## src/rtl/atm_pin_entry.sv

```systemverilog
// PIN-entry controller: buffers BCD keypad digits, checks them against the card PIN,
// counts wrong attempts and drives the session timer. Optional lockout: ATM_PIN_LOCKOUT_EN.
module atm_pin_entry #(
  parameter int PIN_DIGITS = 4,
  parameter int MAX_TRIES  = 3
) (
  input  logic                    clk,
  input  logic                    rst,
  input  logic                    card_in,
  input  logic [4*PIN_DIGITS-1:0] stored_pin,
  input  logic                    key_valid,
  input  logic [3:0]              key_digit,
  input  logic                    key_enter,
  input  logic                    key_cancel,
  input  logic                    timer_timeout,
  output logic                    timer_start,
  output logic                    timer_restart,
  output logic [3:0]              digits_entered,
  output logic [2:0]              tries_left,
  output logic                    pin_ok,
  output logic                    pin_fail,
  output logic                    locked,
  output logic                    aborted
);

  localparam int         BW         = 4 * PIN_DIGITS;
  localparam logic [3:0] FULL_CNT   = 4'(PIN_DIGITS);
  localparam logic [2:0] TRIES_INIT = 3'(MAX_TRIES);

  typedef enum logic [2:0] {
    S_IDLE    = 3'd0,
    S_ENTRY   = 3'd1,
    S_CHECK   = 3'd2,
    S_GRANTED = 3'd3,
    S_LOCKED  = 3'd4
  } state_t;

  state_t     state_q, state_d;
  logic [BW-1:0] buf_q, buf_d;
  logic [3:0] digits_q, digits_d;
  logic [2:0] tries_q, tries_d;
  logic       start_q, start_d;
  logic       restart_q, restart_d;
  logic       ok_q, ok_d;
  logic       fail_q, fail_d;
  logic       locked_q, locked_d;
  logic       aborted_q, aborted_d;

  logic digit_is_bcd;
  logic has_room;
  logic pin_match;

  assign digit_is_bcd = (key_digit <= 4'd9);
  assign has_room     = (digits_q < FULL_CNT);
  // Unused buffer slots are always zero, so a short entry can never alias a full one.
  assign pin_match    = (digits_q == FULL_CNT) && (buf_q == stored_pin);

  // Next-state, datapath and registered-output computation.
  always_comb begin
    state_d   = state_q;
    buf_d     = buf_q;
    digits_d  = digits_q;
    tries_d   = tries_q;
    restart_d = 1'b0;
    fail_d    = 1'b0;
    aborted_d = 1'b0;

    if (!card_in) begin
      state_d  = S_IDLE;
      buf_d    = '0;
      digits_d = 4'd0;
      tries_d  = TRIES_INIT;
    end else begin
      case (state_q)
        S_IDLE: begin
          state_d   = S_ENTRY;
          buf_d     = '0;
          digits_d  = 4'd0;
          tries_d   = TRIES_INIT;
          restart_d = 1'b1;
        end
        S_ENTRY: begin
          if (timer_timeout || key_cancel) begin
            state_d   = S_IDLE;
            buf_d     = '0;
            digits_d  = 4'd0;
            aborted_d = 1'b1;
          end else if (key_enter) begin
            state_d = S_CHECK;
          end else if (key_valid && digit_is_bcd && has_room) begin
            buf_d     = buf_q | (BW'(key_digit) << {digits_q, 2'b00});
            digits_d  = digits_q + 4'd1;
            restart_d = 1'b1;
          end else begin
            state_d = S_ENTRY;
          end
        end
        S_CHECK: begin
          if (pin_match) begin
            state_d = S_GRANTED;
          end else begin
            fail_d = 1'b1;
`ifdef ATM_PIN_LOCKOUT_EN
            tries_d = tries_q - 3'd1;
            if (tries_q == 3'd1) begin
              state_d = S_LOCKED;
            end else begin
              state_d   = S_ENTRY;
              buf_d     = '0;
              digits_d  = 4'd0;
              restart_d = 1'b1;
            end
`else
            state_d   = S_ENTRY;
            buf_d     = '0;
            digits_d  = 4'd0;
            restart_d = 1'b1;
`endif
          end
        end
        S_GRANTED: state_d = S_GRANTED;
        S_LOCKED:  state_d = S_LOCKED;
        default: begin
          state_d  = S_IDLE;
          buf_d    = '0;
          digits_d = 4'd0;
          tries_d  = TRIES_INIT;
        end
      endcase
    end

    start_d = (state_d == S_ENTRY);
    ok_d    = (state_d == S_GRANTED);
`ifdef ATM_PIN_LOCKOUT_EN
    locked_d = (state_d == S_LOCKED);
`else
    locked_d = 1'b0;
`endif
  end

  // State and output registers with synchronous reset.
  always_ff @(posedge clk) begin
    if (rst) begin
      state_q   <= S_IDLE;
      buf_q     <= '0;
      digits_q  <= 4'd0;
      tries_q   <= TRIES_INIT;
      start_q   <= 1'b0;
      restart_q <= 1'b0;
      ok_q      <= 1'b0;
      fail_q    <= 1'b0;
      locked_q  <= 1'b0;
      aborted_q <= 1'b0;
    end else begin
      state_q   <= state_d;
      buf_q     <= buf_d;
      digits_q  <= digits_d;
      tries_q   <= tries_d;
      start_q   <= start_d;
      restart_q <= restart_d;
      ok_q      <= ok_d;
      fail_q    <= fail_d;
      locked_q  <= locked_d;
      aborted_q <= aborted_d;
    end
  end

  assign timer_start    = start_q;
  assign timer_restart  = restart_q;
  assign digits_entered = digits_q;
  assign tries_left     = tries_q;
  assign pin_ok         = ok_q;
  assign pin_fail       = fail_q;
  assign locked         = locked_q;
  assign aborted        = aborted_q;

endmodule

```

## config.mk

```make
export PLATFORM = sky130hd
export DESIGN_NAME = atm_pin_entry
export DESIGN_NICKNAME = d
export VERILOG_FILES = /design/src/rtl/atm_pin_entry.sv
export SDC_FILE = /design/constraint.sdc
export NUM_CORES = 1
export LEC_CHECK = 0
export ABC_AREA = 0
export CAP_MARGIN = 20
export CORE_AREA = 2 2 68 70
export CTS_CLUSTER_SIZE = 20
export DETAILED_ROUTE_END_ITERATION = 6
export DIE_AREA = 0 0 70 72
export PLACE_DENSITY_LB_ADDON = 0.1
export SKIP_CTS_REPAIR_TIMING = 1
export SLEW_MARGIN = 40
export SYNTH_ARGS = -nofsm -noshare
export SYNTH_HDL_FRONTEND = slang
export SYNTH_SLANG_ARGS = --single-unit
```

## constraint.sdc

```tcl
create_clock -name clk -period 2.7 [get_ports clk]
set_clock_uncertainty 0.15 [all_clocks]
set_input_delay 0.27 -clock clk [delete_from_list [all_inputs] [get_ports clk]]
set_output_delay 0.27 -clock clk [all_outputs]
set_load 0.05 [all_outputs]
```

; ---- Word level (Yosys, flattened, before mapping)
; Cells that the tools add are included.
[classes]
n_reduce_logical = 10
n_bitwise = 5
n_mux = 22
addsub = 1
shift = 1
n_eq_ne = 11
n_lt_le_gt_ge = 2
[ops]
columns = cell, n
row1 = 2-to-1 mux 16 bit, 4
row2 = case mux 16 bit (3 select lines), 1
row3 = equality test 16 bit, 1
row4 = 2-to-1 mux 4 bit, 4
row5 = bitwise OR 16 bit, 1
row6 = << shifter 4 x 6 -> 16 bit, 1
row7 = case mux 3 bit (5 select lines), 1
row8 = 2-to-1 mux 3 bit, 4
row9 = case mux 4 bit (3 select lines), 1
row10 = "equality test 3 x 2 -> 1 bit, second input constant", 3
row11 = "equality test 3 x 1 -> 1 bit, second input constant", 2
row12 = "inequality test 3 bit, second input constant", 2
row13 = OR reduction 3 bit, 2
row14 = 2-to-1 mux 1 bit, 5
row15 = "adder 4 x 1 -> 4 bit, second input constant", 1
row16 = "equality test 4 x 3 -> 1 bit, second input constant", 1
row17 = "<= comparator 4 bit, second input constant", 1
row18 = "less-than comparator 4 x 3 -> 1 bit, second input constant", 1
row19 = NOT 1 bit, 4
row20 = AND reduction 4 bit, 1
row21 = OR reduction 2 bit, 2
row22 = "equality test 3 bit, second input constant", 1
row23 = logical AND 1 bit, 3
row24 = logical NOT 3 bit, 1
row25 = 4 further kinds, 4
[word_totals]
word_cells = 60
register_bits = 28
out_inout_bits = 13

; ---- Logic depth before layout (Yosys ltp)
[logic_depth]
ltp_word = 9
ltp_mapped = 8

; ---- Worst setup path after synthesis
; No wires, ideal clock.
[synth_path]
kind = reg-to-reg
startpoint = register digits_q[2], in the netlist digits_entered[2]
endpoint = register buf_q[10]
t_arrival_ns = 2.168
setup_time_ns = 0.114
stages_incl_launch_ff = 8
path_buffers = 1
setup_slack_ns = 0.268
period_less_slack_ns = 2.432
cell_sequence = dfxtp_1 -> nor4b_1 -> a21boi_0 -> a31oi_1 -> o21ai_4 -> o21ai_4 -> buf_6 -> nor2_2
[synth_via]
elab_chain_len = 6
elab_cells_between_ends = 13
cone_classes = order compare: 1 / eq/ne: 3 / shift: 1 / mux: 4 / bitwise: 1 / reduce/logical: 3
[synth_rtl]
columns = element, line_no
row1 = start: declaration, 40  ; logic [3:0] digits_q, digits_d;
row2 = start signal: assignment, 157  ; digits_q <= digits_d;
row3 = << shifter 4 x 6 -> 16 bit, 91  ; buf_d = buf_q | (BW'(key_digit) << {digits_q, 2'b00});
row4 = bitwise OR 16 bit, 91
row5 = 2-to-1 mux 16 bit, 90  ; end else if (key_valid && digit_is_bcd && has_room) begin
row6 = 2-to-1 mux 16 bit, 88  ; end else if (key_enter) begin
row7 = 2-to-1 mux 16 bit, 83  ; if (timer_timeout || key_cancel) begin
row8 = case mux 16 bit (3 select lines), 74  ; case (state_q)
row9 = end signal: assignment, 156  ; buf_q <= buf_d;
row10 = end: declaration, 39  ; logic [BW-1:0] buf_q, buf_d;
; Parallel ways exist; a longest one is shown, timed or not. The select of a mux whose other input is x is not followed.
; A chain may end at the register's enable or synchronous reset.

; ---- Worst setup path after layout
[layout_path]
startpoint = register state_q[1]
endpoint = register digits_q[3], in the netlist digits_entered[3]
[layout_via]
elab_chain_len = 4
elab_cells_between_ends = 11
cone_classes = eq/ne: 7 / mux: 1 / bitwise: 1 / reduce/logical: 2
[layout_rtl]
columns = element, line_no
row1 = start: declaration, 38  ; state_t state_q, state_d;
row2 = start signal: assignment, 155  ; state_q <= state_d;
row3 = equality test 3 bit or equality test 3 x 2 -> 1 bit (tied branches), 74
row4 = OR reduction 2 bit (no source line), -
row5 = NOT 1 bit (no source line), -
row6 = AND reduction 4 bit (no source line), -
; Parallel ways exist; a longest one is shown, timed or not.

==> metrics.md <==
| Metric | Value |
|---|---|
| Fmax | `0.401 GHz` |
| Cell accounting for the most synthesized area | `dfxtp_1` |
| 1st-iter DRT viols | `62` |
| Io pins | `40` |
| Sum of negative setup slack | `0 ns` |
| Clk slew on worst S/H paths | `0.09 ns` |
| All-Layer GR Usage | `0.136` |
| Worst skew pair latency | `0.27 ns` |
| First-pass GRT wire length | `5530 um` |
| Hold path depth | `2` |
| Area Growth Syn to Fin | `33.1%` |
| Grt ovf | `0` |
| Via count | `1278` |
| Power Dens Cells | `412 mW/mm2` |
| Least-Margin Pin Slew | `0.502 ns` |
| Htree depth | `1` |
| Top FF cell, synth | `dfxtp_1` |
| Fin crit share | `0.923` |
| Crit path DAT | `2.51 ns` |
| Routed length per instance | `12.4 um` |
| Longest Clk Path Bufs | `2` |
| Crit path required time | `2.72 ns` |
| Die width | `70 um` |
| Post-layout min period | `2.49 ns` |
| Layout cells sized above 1 | `0.118` |
| #FFs+latches synth | `28` |
| Largest net degree at the start of global routing | `17` |
| CTS tree | `built` |
| Clk Tree Root Cell | `clkbuf_8` |
| Netlist Area Pre-Place | `0.00144 mm2` |
| Core Area | `0.00426 mm2` |
| Final setup violation count | `0` |
| Crit Path Category | `register to register` |
| Final wirelength | `3250 um` |
| Layout Nets | `241` |
| Final Hold Violating Endpoints | `0` |
| Max Cap Violations | `0` |
| Commonest non-fill, non-tap cells in the layout | `35 x clkdlybuf4s50_1, 29 x nor2_1, 28 x dfxtp_1` |
| Worst Reg-to-Reg Cells | `7` |
| Worst slew margin | `0.664` |
| Most common cell after layout, fill and taps aside | `clkdlybuf4s50_1` |
| Synth unique cells | `44` |
| Cells after DPL | `259` |
| Status | `finished, final reports clean` |
| RSZ-0062 raised after global routing | `no` |
| Lkg Pwr | `0.697 nW` |
| Sequential element share of the synthesized area | `0.390` |
| Antenna Cells | `0` |
| Final instance area | `0.00192 mm2` |
| Placer congestion estimate | `0.797` |
| Cell Area, Placed | `0.00186 mm2` |
| Antenna Violating Nets Remaining | `0` |
| Crit start category | `register` |
| Number of global-route vias before repair | `1271` |
| Largest cells by area after synthesis | `dfxtp_1 39%, nor2_1 7.6%, xnor2_1 6.1%` |
| Top cell type's share of synthesized area | `0.390` |
| Drt first pass iters | `4` |
| Row cnt | `24` |
| CP Capture Type | `register` |
| Detailed Place HPWL | `2660 um` |
| Synth Area per Inst | `8.37 um2` |
| TritonCTS Buffers | `3` |
| Initial Utilization | `0.337` |
| Post-synth EDFFs | `0` |
| Post-synthesis async set-or-reset flop share | `0` |
| DIE HEIGHT | `72 um` |
| YS warnings | `0` |
| Min-delay worst type | `register to register` |
| Critical Path Fanout Max | `6` |
| Pins Over Slew Limit | `0` |
| Antenna violations before repair | `0` |
| Max rail drop VDD | `0.249 mV` |
| Die area | `0.00504 mm2` |
| Cells after synthesis | `172` |
| Sink Count | `28` |
| Residual DRC | `0` |
| Port Buffers | `35` |
| Fin cells | `263` |
| Vias per inst | `4.86` |
==> area by class of cell <==
cell class              count  area, um2
well taps                  52       65.1
inverters                   8       30.0
fillers                   431       2350
flip-flops and latches     28        561
multi-input cells         129        790
clock buffers               4       55.1
repair buffers             42        415
==> sequential cells by signal, indices dropped and copies added, names as in the netlist <==
name / flops
buf_q: 16
digits_entered: 4
state_q: 3
aborted: 1
pin_fail: 1
pin_ok: 1
timer_restart: 1
timer_start: 1
==> cell usage after synthesis, types with 2 or more instances <==
| library cell | count |
|---|---|
| nor2_2 | 10 |
| nor3_1 | 2 |
| buf_4 | 4 |
| o21a_1 | 2 |
| xnor2_1 | 10 |
| a21oi_1 | 16 |
| a22o_1 | 3 |
| buf_2 | 2 |
| conb_1 | 2 |
| buf_6 | 2 |
| nand2b_1 | 2 |
| xor2_1 | 2 |
| ha_1 | 2 |
| nand4_1 | 2 |
| dfxtp_1 | 28 |
| nand2_1 | 11 |
| nand3_1 | 6 |
| o21ai_4 | 2 |
| o22ai_1 | 2 |
| o21ba_1 | 2 |
| inv_1 | 8 |
| o21ai_1 | 2 |
| nor2_1 | 29 |
==> worst max-delay path, stage by stage, from the launching register on <==
cell and delay, ns:
dfxtp_1 0.40, or3b_1 0.36, or4b_1 0.50, or4_4 0.44
o21ai_4 0.17, buf_4 0.17, nor2_1 0.05, o21ba_1 0.15
==> stage by stage <==
stage / worst slack [ns] / hold slack, ns / utilization / total power, mW
after floorplan: 0.268 / 0.211 / - / 0.490
after global placement: 0.0841 / 0.309 / 0.436 / 0.544
after detailed placement: 0.0748 / 0.309 / 0.436 / 0.545
after CTS: 0.209 / 0.332 / 0.449 / 0.799
after global routing: 0.0740 / 0.377 / 0.449 / 0.826
final: 0.209 / 0.323 / 0.449 / 0.789
==> layer usage <==
layer,part of all wire,vias to the layer above,track usage
li1,-,654,-
met1,0.45,591,0.165
met2,0.50,31,0.242
met3,0.045,2,0.0347
met4,0.0077,0,0.0321
met5,0,-,0
==> power breakdown <==
group          switching (mW)  internal [mW]  leakage (nW)
Sequential            0.00142          0.416         0.226
Combinational          0.0578         0.0589         0.442
Clock                   0.124          0.130        0.0288
==> worst paths after layout <==
check,startpoint,endpoint,slack (ns)
worst max-delay path,state_q[1]$_SDFF_PP0_,digits_entered[3]$_SDFFE_PP0P_,0.21
worst min register to register,buf_q[14]$_SDFFE_PP0P_,buf_q[14]$_SDFFE_PP0P_,0.32
worst min-delay path,buf_q[14]$_SDFFE_PP0P_,buf_q[14]$_SDFFE_PP0P_,0.32
worst max register to register,state_q[1]$_SDFF_PP0_,digits_entered[3]$_SDFFE_PP0P_,0.21
==> cells by family after synthesis <==
family,count (synthesis),share of synthesized area
simple gates,76,0.280
fa+ha+maj,2,0.0174
xor+xnor,12,0.0730
flops,28,0.390
other cells,2,0.00522
compound gates,35,0.168
buf+inv,17,0.0670
Power figures use the tool's default switching activity.
